File: config.mk
export PLATFORM = sky130hd
export DESIGN_NAME = dyn_mem_bkgp_rmw_ctrl
export DESIGN_NICKNAME = d
export VERILOG_FILES = /design/src/rtl/dyn_mem_bkgp_rmw_ctrl.sv
export SDC_FILE = /design/constraint.sdc
export NUM_CORES = 1
export LEC_CHECK = 0
export CAP_MARGIN = 30
export CELL_PAD_IN_SITES_DETAIL_PLACEMENT = 2
export CELL_PAD_IN_SITES_GLOBAL_PLACEMENT = 2
export CORE_MARGIN = 4
export CORE_UTILIZATION = 26
export DETAILED_ROUTE_END_ITERATION = 10
export PLACE_DENSITY = 0.83
export SYNTH_ARGS = -nofsm -noshare
export SYNTH_HDL_FRONTEND = slang
export SYNTH_SLANG_ARGS = --single-unit
File: constraint.sdc
create_clock -name clk_i -period 2.75 [get_ports clk_i]
set_input_delay 0.4125 -clock clk_i [delete_from_list [all_inputs] [get_ports clk_i]]
set_output_delay 0.4125 -clock clk_i [all_outputs]
set_load 0.03 [all_outputs]
File: src/rtl/dyn_mem_bkgp_rmw_ctrl.sv
// Bank-group SRAM controller: byte-parity storage, sub-word writes
// turned into read-modify-write, fixed one-cycle response latency.
module dyn_mem_bkgp_rmw_ctrl #(
  parameter int DATA_WIDTH    = 64,
  parameter int ADDR_WIDTH    = 10,
  parameter int ERR_CNT_WIDTH = 16,
  localparam int NB = DATA_WIDTH / 8
) (
  input  logic                     clk_i,
  input  logic                     rst_ni,
  input  logic                     req_i,
  input  logic                     we_i,
  input  logic [ADDR_WIDTH-1:0]    addr_i,
  input  logic [DATA_WIDTH-1:0]    wdata_i,
  input  logic [NB-1:0]            strb_i,
  output logic                     gnt_o,
  output logic                     rvalid_o,
  output logic [DATA_WIDTH-1:0]    rdata_o,
  output logic                     ecc_err_o,
  output logic                     mem_req_o,
  output logic                     mem_we_o,
  output logic [ADDR_WIDTH-1:0]    mem_addr_o,
  output logic [DATA_WIDTH+NB-1:0] mem_wdata_o,
  input  logic [DATA_WIDTH+NB-1:0] mem_rdata_i,
  output logic [ERR_CNT_WIDTH-1:0] err_cnt_o
);

  typedef enum logic {
    IDLE,
    MERGE
  } state_e;

  function automatic logic [NB-1:0] par(
    input logic [DATA_WIDTH-1:0] d
  );
    logic [NB-1:0] p;
    for (int b = 0; b < NB; b++) p[b] = ^d[8*b +: 8];
    return p;
  endfunction

  state_e state_q, state_d;

  logic [ADDR_WIDTH-1:0] addr_q;
  logic [DATA_WIDTH-1:0] wdata_q;
  logic [NB-1:0]         strb_q;
  logic                  ld;

  logic                     rvalid_q;
  logic                     rd_q;
  logic                     werr_q;
  logic [ERR_CNT_WIDTH-1:0] cnt_q;

  logic [DATA_WIDTH-1:0] merged;
  logic [NB-1:0]         bad;
  logic                  full_w;
  logic                  empty_w;
  logic                  acc;

  assign full_w  = &strb_i;
  assign empty_w = ~|strb_i;
  assign acc     = req_i & gnt_o;

  // Bad bytes of the SRAM word, and the strobe-driven merge
  always_comb begin
    bad    = '0;
    merged = '0;
    for (int b = 0; b < NB; b++) begin
      bad[b] = ^{mem_rdata_i[8*b +: 8],
                 mem_rdata_i[DATA_WIDTH+b]};
      merged[8*b +: 8] = strb_q[b] ?
        wdata_q[8*b +: 8] :
        mem_rdata_i[8*b +: 8];
    end
  end

  always_comb begin
    state_d     = state_q;
    gnt_o       = 1'b0;
    mem_req_o   = 1'b0;
    mem_we_o    = 1'b0;
    mem_addr_o  = '0;
    mem_wdata_o = '0;
    ld          = 1'b0;
    unique case (state_q)
      IDLE: begin
        if (req_i) begin
          unique case (1'b1)
            !we_i: begin
              gnt_o      = 1'b1;
              mem_req_o  = 1'b1;
              mem_addr_o = addr_i;
            end
            we_i && full_w: begin
              gnt_o       = 1'b1;
              mem_req_o   = 1'b1;
              mem_we_o    = 1'b1;
              mem_addr_o  = addr_i;
              mem_wdata_o = {par(wdata_i), wdata_i};
            end
            we_i && empty_w: begin
              gnt_o = 1'b1;
            end
            default: begin
              mem_req_o  = 1'b1;
              mem_addr_o = addr_i;
              ld         = 1'b1;
              state_d    = MERGE;
            end
          endcase
        end
      end
      MERGE: begin
        gnt_o       = 1'b1;
        mem_req_o   = 1'b1;
        mem_we_o    = 1'b1;
        mem_addr_o  = addr_q;
        mem_wdata_o = {par(merged), merged};
        state_d     = IDLE;
      end
      default: state_d = IDLE;
    endcase
  end

  always_ff @(posedge clk_i or negedge rst_ni) begin
    if (!rst_ni) begin
      state_q <= IDLE;
      addr_q  <= '0;
      wdata_q <= '0;
      strb_q  <= '0;
    end else begin
      state_q <= state_d;
      if (ld) begin
        addr_q  <= addr_i;
        wdata_q <= wdata_i;
        strb_q  <= strb_i;
      end
    end
  end

  // Overwritten bytes are excluded from the partial-write error
  always_ff @(posedge clk_i or negedge rst_ni) begin
    if (!rst_ni) begin
      rvalid_q <= 1'b0;
      rd_q     <= 1'b0;
      werr_q   <= 1'b0;
      cnt_q    <= '0;
    end else begin
      rvalid_q <= acc;
      rd_q     <= acc & ~we_i;
      werr_q   <= (state_q == MERGE) & |(bad & ~strb_q);
      if (ecc_err_o && !(&cnt_q))
        cnt_q <= cnt_q + ERR_CNT_WIDTH'(1);
    end
  end

  assign rvalid_o  = rvalid_q;
  assign rdata_o   = (rvalid_q & rd_q) ?
                     mem_rdata_i[DATA_WIDTH-1:0] : '0;
  assign ecc_err_o = rvalid_q & (rd_q ? |bad : werr_q);
  assign err_cnt_o = cnt_q;

endmodule

# ---- Word level (Yosys, flattened, before mapping)
# Index checks and enable logic that the tools add are counted.
dict set report word_totals {
  word_cells 83
  inputBits 158
  out_inout_bits 167
  register_bits 102
}
dict set report classes {
  add_sub_neg 1
  n_mux 29
  reduce_logical 36
  bitwise 9
}
# op n
set op_table {}
lappend op_table {{$mux 72} 2}
lappend op_table {{$pmux 72 s2} 1}
lappend op_table {{$reduce_xor 8->1} 16}
lappend op_table {{$reduce_xor 9->1} 8}
lappend op_table {{$mux 64} 1}
lappend op_table {{$mux 8} 8}
lappend op_table {{$reduce_or 8->1} 3}
lappend op_table {{$mux 10} 2}
lappend op_table {{$pmux 10 s2} 1}
lappend op_table {{$add 16x1->16 const B} 1}
lappend op_table {{$reduce_and 16->1} 1}
lappend op_table {{$mux 1} 10}
lappend op_table {{$and 8x8->8} 1}
lappend op_table {{$not 8->8} 1}
lappend op_table {{$pmux 1 s2} 4}
lappend op_table {{$reduce_and 8->1} 1}
lappend op_table {{$and 1x1->1} 5}
lappend op_table {{$logic_and 1x1->1} 3}
lappend op_table {{$logic_not 1->1} 3}
lappend op_table {{$reduce_or 3->1} 1}
lappend op_table {{$not 1->1} 2}

# ---- Logic depth before layout (Yosys ltp)
# Gate-level depths: netlist of run 1.
dict set report depth {
  ltp_word 9
  depth_mapped 8
  depth_no_buf 7
}

# ---- Worst setup path after synthesis of run 1
# No wires, ideal clock.
dict set report synth_timing {
  path_kind {input to output}
  start {input port mem_rdata_i[59]}
  end {output port ecc_err_o}
  cell_stages 7
  t_arrival_ns 1.883
  required_ns 2.338
  path_buffers 1
  slack_ns 0.454
  path_cell_list {xor2_1 > xnor2_1 > xnor3_1 > nand4_2 > nor3_4 > buf_8 > nor2_1}
}
dict set report synth_via {
  elab_chain_len 4
}
# element line
set synth_lines {}
lappend synth_lines {{start: declaration} 24} ;# input logic [DATA_WIDTH+NB-1:0] mem_rdata_i,
lappend synth_lines {{$reduce_xor 9->1} 68} ;# bad[b] = ^{mem_rdata_i[8*b +: 8],
lappend synth_lines {{$reduce_or 8->1} 159} ;# assign ecc_err_o = rvalid_q & (rd_q ? |bad : werr_q);
lappend synth_lines {{$mux 1} 159}
lappend synth_lines {{$and 1x1->1} 159}
lappend synth_lines {{end: declaration} 19} ;# output logic ecc_err_o,
# Every way passes these cells.

# ---- Worst setup path in the final report of run 1
dict set report layout_timing {
  start {input port mem_rdata_i[14]}
  end {output port ecc_err_o}
}
# The elaborated chain is that of the path after synthesis.

==> summary.md, run 1 <==
| Metric | Value |
|---|---|
| Die W | `182 um` |
| Root Driver | `clkbuf_16` |
| Core box area | `0.0297 mm2` |
| Combinational share of power | `47.8%` |
| Crit-path max cell delay | `0.55 ns` |
| Reg2Reg Depth | `8` |
| Crit path launch type | `input pin` |
| Min Tclk post-route | `2.66 ns` |
| Max Root-Sink Buffers | `2` |
| Cell area after synthesis | `0.00785 mm2` |
| Crit-path leading delay family | `buffers and inverters` |
| Initial Util | `26.4%` |
| Synth async-reset ratio | `100%` |
| Internal power | `4.30 mW` |
| Hold WC Path Type | `in2async` |
| Final Slew Violations | `0` |
| Critical path class | `in2out` |
| Worst EP required | `2.34 ns` |
| Final period utilization | `96.8%` |
| Total vias in the final route | `7,271` |
| Die span in y | `182 um` |
| PD cells | `560 mW/mm2` |
| Total of max-cap violations | `0` |
| Clock sink count | `102` |
| Biggest area consumer among synthesized cells | `dfrtp_1` |
| Slowest CP cell | `clkdlybuf4s50_1` |
| All-Layer GR Usage | `18.9%` |
| Area delta synth->final | `58.8%` |
| NetSw | `2.68 mW` |
| Total power | `6.98 mW` |
| Sequential share of the synthesized area | `32.5%` |
| Setup slack after placement | `-0.198 ns` |
| Design Area, Final | `0.0125 mm2` |
| FP Rows | `63` |
| First-pass GRT wire length | `49,800 um` |
| Port bufs | `324` |
| WP data arrival | `2.25 ns` |
| Layout Nets | `1,229` |
| Layout cells sized above 1 | `33.5%` |
| Placed Instances | `1,443` |
| Final setup vio count | `0` |
| Placer congestion estimate | `0.815` |
| Worst Setup End Kind | `primary output` |
| Initial DRC count | `215` |
| YS warnings | `0` |
| Crit-path cells | `clkdlybuf4s50_1 > xor2_2 > xnor2_2 > xnor3_1 > nand4_2 > nor3_4 > nor2_2 > buf_12` |
| Distinct cells, synth | `41` |
| Layout Utilization | `41.9%` |
| CTS tree | `built` |
| Reg2reg setup slack | `0.48 ns` |
| #FFs+latches synth | `102` |
| Max FO, Critical Path | `3` |
| Post-Layout Cell Count | `1,465` |
| CTS H-tree depth | `3` |
| CTS Buf Count | `9` |
| Top FF cell, synth | `dfrtp_1` |
| Reg-to-reg endpoint | `err_cnt_o[15]` |
| Post-synth EDFFs | `0` |
| Placement Cell Area | `0.0118 mm2` |
| Worst-path clk slew | `0.09 ns` |
| Fillers | `3,100` |
| Slew margin rel. | `57.0%` |
| Leakage | `5.34 nW` |
| Antenna cells | `0` |
| Clk_lat worst skew | `0.36 ns` |
| Synth top area share | `32.5%` |
| Initial antenna violation count | `2` |
| Routed Antenna Nets | `0` |
| Worst setup margin | `0.0875 ns` |
| Die area | `0.0330 mm2` |
| F_max | `0.376 GHz` |
| I/O Pins | `325` |
| DRC | `0` |
| First-pass DRT Iterations | `4` |
| Clock power share | `20.1%` |
| Vias per cell | `4.96` |
| Switch share | `38.4%` |
| Final WL | `33,000 um` |
| Number of global-route vias before repair | `8,247` |
| RR Startpoint | `err_cnt_o[0]` |
| Final Hold Fails | `0` |
| GRT overflow | `0` |
| Dpl hpwl | `25,500 um` |
| Status | `finished clean` |
| DR WL/cell | `22.5 um` |
| Post-synthesis cell count | `728` |
| Tightest Pin Transition | `0.644 ns` |
| VDD IR max | `0.347 mV` |
| Largest net degree at the start of global routing | `47` |
| Sequential Power Share | `32.1%` |
| Syn nets | `887` |
| Buf+Inv Stages, Crit Path | `2` |
| Avg Inst Size Synth | `10.8 um2` |
| Layout Skew | `0.0140 ns` |
| Top cells by area, synth | `dfrtp_1 33%, mux2_2 21%, xnor2_1 15%` |
-- layout make-up --
type	count	area (um2)	area share [%]
timing repair buffer	380	3750	30.1
tap	390	488	3.91
multi-input combinational	577	5350	42.9
clock buffer	9	225	1.81
sequential	102	2560	20.5
clock inverter	7	87.6	0.703
-- kinds of logic after synthesis --
logic type	share of synthesized area, %
compound gates	11.1
xor+xnor	21.8
fa+ha+maj	0.159
buf+inv	2.60
flops	32.5
mux	21.1
simple gates	10.7
-- routing by layer --
layer	GRT usage [%]	vias to the layer above	share of wire, %
met5	0	-	0.082
met4	4.32	4	2.0
met3	3.67	43	5.0
met2	35.2	215	53
met1	22.5	3692	40
li1	-	3317	-
-- flip-flops by register name (all words and copies together) (netlist names) --
name / cells
wdata_q: 64
err_cnt_o: 16
addr_q: 10
strb_q: 8
rd_q: 1
rvalid_o: 1
state_q: 1
werr_q: 1
-- repair_timing --
action / in CTS / in global routing
pin swaps: 4 / 24
buffers inserted: 1 / 4
resized for setup: 8 / 52
hold buffers: 0 / 0
cloned: 0 / 1
endpoints found under the setup margin: 11 / 50
hold endpoints to repair: 0 / 0
-- per-stage QoR --
step                      TNS, ns  hold WS, ns
after floorplan                 0        0.117
after global placement     -0.679        0.405
after detailed placement    -1.51        0.407
after CTS                 -0.0329       0.0120
after global routing      -0.0161       0.0356
final                           0      0.00175
-- cell usage after synthesis (2+ instances only) --
cell type    n
mux2_2     146
xnor2_1    137
dfrtp_1    102
a22o_1      82
and3_1      67
clkbuf_1    41
xor2_1      38
nor2_1      17
nand2_1     15
o21ai_0     10
nand3_1      9
a21oi_1      8
buf_2        7
xnor3_1      6
nand4_1      4
nor4_1       4
and3_2       3
nand2b_1     3
nor3_1       3
nor3_2       2
o21a_1       2
o22ai_1      2
xnor3_2      2
-- worst max path at each step --
stage	startpoint	end	slack, ns	depth (start not counted)
2_1_floorplan	mem_rdata_i[59]	ecc_err_o	0.45	7
3_3_place_gp	mem_rdata_i[44]	ecc_err_o	-0.15	8
3_5_place_dp	mem_rdata_i[44]	err_cnt_o[15]	-0.20	9
4_1_cts	mem_rdata_i[18]	ecc_err_o	-0.03	8
5_1_grt	mem_rdata_i[14]	ecc_err_o	-0.01	8
6_report	mem_rdata_i[14]	ecc_err_o	0.09	8
-- power groups by stage --
stage          Sequential [mW]  Combinational, mW  Clock (mW)
6_report                  2.24               3.33        1.40
4_1_cts                   2.25               3.33        1.46
3_5_place_dp              2.28               3.29           0
3_3_place_gp              2.25               3.19           0
2_1_floorplan             2.24               1.99           0
5_1_grt                   2.30               3.57        1.51
-- cells in the final DEF, fill, tap and decap left out, types with 6 or more instances in the layout --
cell and count:
clkdlybuf4s50_1 222, xnor2_2 17, mux2_2 146, buf_4 117, nand2_1 15, dlymetal6s2s_1 16, a21oi_1 8, buf_6 6
xnor3_2 6, and3_1 67, buf_12 18, dfrtp_1 99, nand3_1 8, o21ai_0 10, xor2_2 7, a22o_1 79
nor2_1 13, xor2_1 31, clkbuf_16 10, xnor2_1 119
Power figures use the tool's default switching activity.
==> run 2, diff against run 1 <==
Settings changed: CORE_UTILIZATION 26 to 27, CTS_BUF_LIST from default to sky130_fd_sc_hd__clkbuf_4, PLACE_DENSITY 0.83 to 0.86.
Clock period 2.75 ns to 3 ns, I/O delays scaled along.
==> summary.md, run 2 (same netlist as run 1, synthesis figures left out) <==
| Metric | Value |
|---|---|
| Initial Util | `27.4% (+0.93 points)` |
| Final Slew Violations | `0 (unchanged)` |
| Core box area | `0.0287 mm2 (-3.4%)` |
| Max reg flops | `64 (unchanged)` |
| Placer congestion estimate | `0.778 (-4.5%)` |
| Reg with most FFs | `wdata_q` |
| WP data arrival | `2.48 ns (+0.23 ns)` |
| Slew margin rel. | `59.8% (+2.7 points)` |
| Reg2reg setup slack | `0.92 ns (+0.44 ns)` |
| Largest net degree at the start of global routing | `65 (+38%)` |
| Dpl hpwl | `25,000 um (-2.2%)` |
| Initial antenna violation count | `2 (unchanged)` |
| Min Tclk post-route | `2.93 ns` |
| F_max | `0.342 GHz` |
| Die W | `179 um (-1.8%)` |
| Fillers | `3,035 (-2.1%)` |
| Initial DRC count | `207 (-3.7%)` |
| Status | `finished clean` |
| I/O Pins | `325 (unchanged)` |
| Final WL | `32,000 um (-3.2%)` |
| Most common cell after layout, fill and taps aside | `clkdlybuf4s50_1` |
| Final period utilization | `97.5%` |
| Crit-path max cell delay | `0.51 ns (-0.04 ns)` |
| GRT overflow | `0 (unchanged)` |
| Worst EP required | `2.55 ns (+0.21 ns)` |
| Hold WC Path Type | `in2async` |
| Total vias in the final route | `7,088 (-2.5%)` |
| Clk_lat worst skew | `0.48 ns (+0.12 ns)` |
| Worst-path clk slew | `0.17 ns (+0.08 ns)` |
| Most frequent cells in the layout | `239 x clkdlybuf4s50_1, 146 x mux2_2, 134 x xnor2_1` |
| All-Layer GR Usage | `19.5% (+0.52 points)` |
| PD cells | `500 mW/mm2 (-11%)` |
| Crit-path cells | `clkdlybuf4s50_1 > xor2_1 > xnor2_2 > xnor3_1 > nand2_4 > nor3_4 > nor2_1 > buf_4` |
| Max Root-Sink Buffers | `2 (unchanged)` |
| Layout Utilization | `41.1% (-0.89 points)` |
| Design Area, Final | `0.0118 mm2 (-5.5%)` |
| Final Hold Fails | `0 (unchanged)` |
| Total of max-cap violations | `0 (unchanged)` |
| Final setup vio count | `0 (unchanged)` |
| Tightest Pin Transition | `0.604 ns (-0.0406 ns)` |
| CTS tree | `built` |
| Vias per cell | `4.96 (-0.13%)` |
| DRC | `0 (unchanged)` |
| Layout Nets | `1,198 (-2.5%)` |
| Root Driver | `clkbuf_4` |
| First-pass GRT wire length | `48,600 um (-2.4%)` |
| Die area | `0.0319 mm2 (-3.5%)` |
| FP Rows | `62 (-1.6%)` |
| CTS Buf Count | `9 (unchanged)` |
| WHS | `0.359 ns (+0.357 ns)` |
| Leakage | `4.85 nW (-9.1%)` |
| Placement Cell Area | `0.0115 mm2 (-2.1%)` |
| DR WL/cell | `22.4 um (-0.78%)` |
| Crit path launch type | `input pin` |
| Port bufs | `324 (unchanged)` |
| CTS H-tree depth | `3 (unchanged)` |
| Layout Skew | `0.0322 ns (+0.0182 ns)` |
| Number of global-route vias before repair | `8,124 (-1.5%)` |
| Slowest CP cell | `clkdlybuf4s50_1` |
| Clock sink count | `102 (unchanged)` |
| Worst Setup End Kind | `primary output` |
| VDD IR max | `0.184 mV (-47%)` |
| Die span in y | `179 um (-1.8%)` |
| Max FO, Critical Path | `4 (+1)` |
| Area delta synth->final | `50.1%` |
| Routed Antenna Nets | `0 (unchanged)` |
| Critical path class | `in2out` |
| First-pass DRT Iterations | `4 (unchanged)` |
| Layout cells sized above 1 | `28.4% (-5.1 points)` |
run 2: cell count changes in the layout (fill, tap and decap cells not counted), moves of 4 or more:
cell	delta
buf_4	-24
buf_6	-6
clkbuf_16	-9
clkbuf_4	+9
clkdlybuf4s50_1	+17
dlymetal6s2s_1	-16
xnor2_1	+15
xnor2_2	-14
xnor3_1	+4
xnor3_2	-4
xor2_1	+6
xor2_2	-6
run 2: power breakdown:
| part | switching (mW) | internal [mW] |
|---|---|---|
| sequential | 0.382 | 1.66 |
| clock | 0.537 | 0.350 |
| combinational | 1.42 | 1.54 |
run 2: worst paths after layout:
check / start / cells after the start / to
max in group asynchronous: rst_ni / 3 / rvalid_o
worst max-delay path: mem_rdata_i[44] / 8 / ecc_err_o
worst min-delay path: rst_ni / 2 / wdata_q[7]
min in group clk_i: err_cnt_o[11] / 1 / err_cnt_o[11]
worst max register to register: err_cnt_o[0] / 7 / err_cnt_o[15]
worst min register to register: err_cnt_o[11] / 1 / err_cnt_o[11]
run 2: worst max-delay path: cells and delay by family:
family        cells  cell delay, ns
xor+xnor          3            0.91
buf+inv           2            0.70
simple gates      3            0.41
run 2: cell type report:
| type | instances | area (um2) | share of cell area [%] |
|---|---|---|---|
| well taps | 384 | 480 | 4.08 |
| multi-input cells | 577 | 5140 | 43.6 |
| clock buffers | 9 | 67.6 | 0.573 |
| diodes | 2 | 5.00 | 0.0425 |
| flip-flops and latches | 102 | 2560 | 21.7 |
| clock inverters | 7 | 105 | 0.892 |
| repair buffers | 349 | 3430 | 29.1 |
run 2: what timing repair did:
action / CTS / global route
cloned: 0 / 1
gates resized for setup: 1 / 5
hold buffers: 1 / 0
setup buffers: 0 / 0
endpoints found under the hold margin: 9 / 0
pin swaps: 0 / 0
endpoints found under the setup margin: 10 / 32
run 2: metrics by stage:
step	std cells	power [mW]	setup WS (ns)	setup TNS, ns
final	1430	5.89	0.0739	0
after global routing	1430	6.29	-0.0537	-0.0537
after CTS	1427	5.98	0.00446	0
after detailed placement	1410	5.06	-0.0453	-0.187
after global placement	1410	4.94	0.0944	0
after floorplan	728	3.88	0.629	0
run 2: layer usage:
layer | vias up | GRT usage [%] | share of wire (%)
met5 | - | 0 | 0
met3 | 27 | 4.92 | 6.0
met1 | 3599 | 23.4 | 41
li1 | 3268 | - | -
met4 | 0 | 4.13 | 1.6
met2 | 194 | 35.1 | 51
==> run 3, diff against run 2 <==
Settings changed: ABC_AREA from default to 1, CORE_UTILIZATION 27 to 23, PLACE_DENSITY 0.86 to 0.84, SKIP_LAST_GASP from default to 1.
==> summary.md, run 3 <==
| Metric | Value |
|---|---|
| Status | `finished clean` |
| Area delta synth->final | `51.4%` |
| Vias per cell | `4.69 (-5.4%)` |
| Layout Nets | `1,803 (+51%)` |
| #FFs+latches synth | `102 (unchanged)` |
| Leakage | `6.41 nW (+32%)` |
| Root Driver | `clkbuf_4` |
| Die W | `200 um (+12%)` |
| Most common cell after layout, fill and taps aside | `nand2_1` |
| Syn nets | `1,482 (+67%)` |
| Max Root-Sink Buffers | `2 (unchanged)` |
| Hold WC Path Type | `in2reg` |
| Biggest area consumer among synthesized cells | `dfrtp_1` |
| RR Startpoint | `err_cnt_o[0]` |
| Final Slew Violations | `0 (unchanged)` |
| Layout Utilization | `35.2% (-5.8 points)` |
| Fillers | `4,354 (+43%)` |
| Final WL | `40,000 um (+25%)` |
| Slowest CP cell | `dfrtp_1` |
| Switch share | `42.8% (+3.0 points)` |
| Port bufs | `324 (unchanged)` |
| YS warnings | `0 (unchanged)` |
| Layout Skew | `0.0213 ns (-0.0109 ns)` |
| Most common cell in the netlist | `nand2_1` |
| Sequential Power Share | `32.2% (-2.4 points)` |
| Reg2Reg Depth | `9 (+2)` |
| Min Tclk post-route | `2.89 ns (-0.0377 ns)` |
| FP Rows | `70 (+13%)` |
| Core box area | `0.0366 mm2 (+28%)` |
| Post-Layout Cell Count | `2,119 (+48%)` |
| Final Hold Fails | `0 (unchanged)` |
| Final period utilization | `96.3% (-1.3 points)` |
| Design Area, Final | `0.0129 mm2 (+9.4%)` |
| Total vias in the final route | `9,934 (+40%)` |
| Worst-path clk slew | `0.19 ns (+0.02 ns)` |
| Sequential share of the synthesized area | `30.0% (-2.5 points)` |
| Internal power | `3.06 mW (-14%)` |
| Die span in y | `200 um (+12%)` |
| Most frequent CP cell | `xnor2_1` |
| Routed Antenna Nets | `0 (unchanged)` |
| Critical path class | `reg2out` |
| PD cells | `415 mW/mm2 (-17%)` |
| All-Layer GR Usage | `18.9% (-0.53 points)` |
| HP Start | `strb_i[6]` |
| Layout cells sized above 1 | `11.5% (-17 points)` |
| Post-synthesis cell count | `1,323 (+82%)` |
| CTS Buf Count | `9 (unchanged)` |
| Die area | `0.0402 mm2 (+26%)` |
| Worst Setup End Kind | `primary output` |
| Final setup vio count | `0 (unchanged)` |
| Post-synth top cells | `407 x nand2_1, 188 x inv_1, 149 x o21ai_0, 102 x dfrtp_1, 101 x nor2_1` |
| Placed Instances | `2,087 (+48%)` |
| First-pass GRT wire length | `61,700 um (+27%)` |
| Setup TNS | `0 ns (unchanged)` |
| Post-synth EDFFs | `0 (unchanged)` |
| I/O Pins | `325 (unchanged)` |
| First-pass DRT Iterations | `5 (+1)` |
| GRT overflow | `0 (unchanged)` |
| Avg Inst Size Synth | `6.44 um2 (-40%)` |
| Dpl hpwl | `31,400 um (+26%)` |
| DRC | `0 (unchanged)` |
| Slew margin rel. | `52.3% (-7.5 points)` |
| Reg2reg setup slack | `0.45 ns (-0.47 ns)` |
| Max reg flops | `64 (unchanged)` |
| F_max | `0.346 GHz (+1.3%)` |
| RSZ-0062 raised after global routing | `yes` |
| WP data arrival | `2.44 ns (-0.04 ns)` |
| Most frequent cells in the layout | `405 x nand2_1, 222 x clkdlybuf4s50_1, 176 x inv_1` |
| Combinational share of power | `51.5% (+1.2 points)` |
| Initial Util | `23.3% (-4.1 points)` |
| Worst EP required | `2.55 ns (about the same)` |
| Min-Delay Path Depth | `3` |
| Synth async-reset ratio | `100% (unchanged)` |
| Placement Cell Area | `0.0124 mm2 (+7.1%)` |
| Synth top area share | `30.0% (-2.5 points)` |
| Clock power share | `16.3% (+1.2 points)` |
| DR WL/cell | `18.9 um (-16%)` |
| Placer congestion estimate | `0.808 (+3.8%)` |
| CTS tree | `built` |
| VDD IR max | `0.279 mV (+51%)` |
| Distinct cells, synth | `35 (-15%)` |
| Initial antenna violation count | `2 (unchanged)` |
| Number of global-route vias before repair | `11,151 (+37%)` |
| Total of max-cap violations | `0 (unchanged)` |
| Reg-to-reg endpoint | `err_cnt_o[8]` |
| Top cells by area, synth | `dfrtp_1 30%, nand2_1 18%, xnor2_1 10%` |
| Crit-path max cell delay | `0.43 ns (-0.08 ns)` |
| Clk_lat worst skew | `0.52 ns (+0.04 ns)` |
| Initial DRC count | `303 (+46%)` |
| CTS H-tree depth | `3 (unchanged)` |
| Top FF cell, synth | `dfrtp_1` |
| Tightest Pin Transition | `0.715 ns (+0.111 ns)` |
| Reg with most FFs | `wdata_q` |
| Total power | `5.34 mW (-9.2%)` |
| Crit-path cells | `clkinvlp_4 > o21ai_0 > xnor2_1 > xnor2_1 > xnor2_1 > o22ai_1 > buf_4` |
| Max FO, Critical Path | `17 (+13)` |
| NetSw | `2.29 mW (-2.3%)` |
| Cell area after synthesis | `0.00852 mm2 (+8.5%)` |
| Largest net degree at the start of global routing | `59 (-9.2%)` |
| Crit path launch type | `flop` |
| Clock sink count | `102 (unchanged)` |
| Hold endpoint | `strb_q[6]` |
## run 3: worst max path at each step
stage / from / endpoint / slack [ns] / cells past startpoint
final: strb_q[3] / mem_wdata_o[67] / 0.11 / 7
after global routing: strb_q[3] / mem_wdata_o[67] / -0.12 / 7
after CTS: strb_i[5] / mem_wdata_o[54] / -0.03 / 11
after detailed placement: strb_i[5] / mem_wdata_o[69] / -0.33 / 11
after global placement: strb_i[5] / mem_wdata_o[33] / -0.16 / 12
after floorplan: strb_i[1] / mem_wdata_o[71] / 0.46 / 6
## run 3: kinds of logic after synthesis
family	count (synthesis)	share of synthesized area [%]
AOI/OAI and AO/OA	241	15.3
xor gates and xnor gates	151	15.5
adders and majority gates	1	0.147
buffers and inverters	257	11.9
and+or+nand+nor	571	27.1
DFF	102	30.0
## run 3: power by group through the flow
stage | combinational (mW) | clock, mW | sequential, mW
after floorplan | 1.62 | 0 | 1.72
after global placement | 2.57 | 0 | 1.72
after detailed placement | 2.67 | 0 | 1.73
after CTS | 2.75 | 0.931 | 1.71
after global routing | 3.02 | 0.969 | 1.75
final | 2.75 | 0.869 | 1.72
## run 3: area by class of cell
type                       count  area, um2  area share, %
antenna                        4       10.0         0.0776
clock buffer                   9       67.6          0.524
clock inverter                 5       76.3          0.592
inverter                     200        777           6.03
multi-input combinational    964       5060           39.2
sequential                   102       2550           19.8
tap                          468        586           4.54
timing repair buffer         367       3760           29.2
## run 3: worst max-delay path: cells and delay by family (launching register included)
kind / cells / cell delay (ns)
flip-flops: 1 / 0.43
AO/OA/AOI/OAI: 2 / 0.48
buffers and inverters: 2 / 0.50
XOR/XNOR: 3 / 0.50
## run 3: per-layer routing
metal  part of all wire, %  up-vias  GRT usage, %
met5                     0        -             0
li1                      -     4790             -
met1                    42     4891          22.0
met2                    52      215          35.9
met3                   4.6       38          4.05
met4                   1.7        0          3.66
## run 3: repair_timing
action,4_1_cts,5_1_grt
endpoints found under the setup margin,80,74
gates cloned,0,3
resized for setup,44,61
pin swaps,0,6
hold buffers,1,0
endpoints found under the hold margin,44,0
buffers inserted,5,5
## run 3: stage by stage
step,worst slack [ns],hold slack [ns]
after floorplan,0.455,0.154
after global placement,-0.160,0.461
after global routing,-0.125,0.203
after CTS,-0.0321,0.402
final,0.112,0.257
after detailed placement,-0.334,0.472
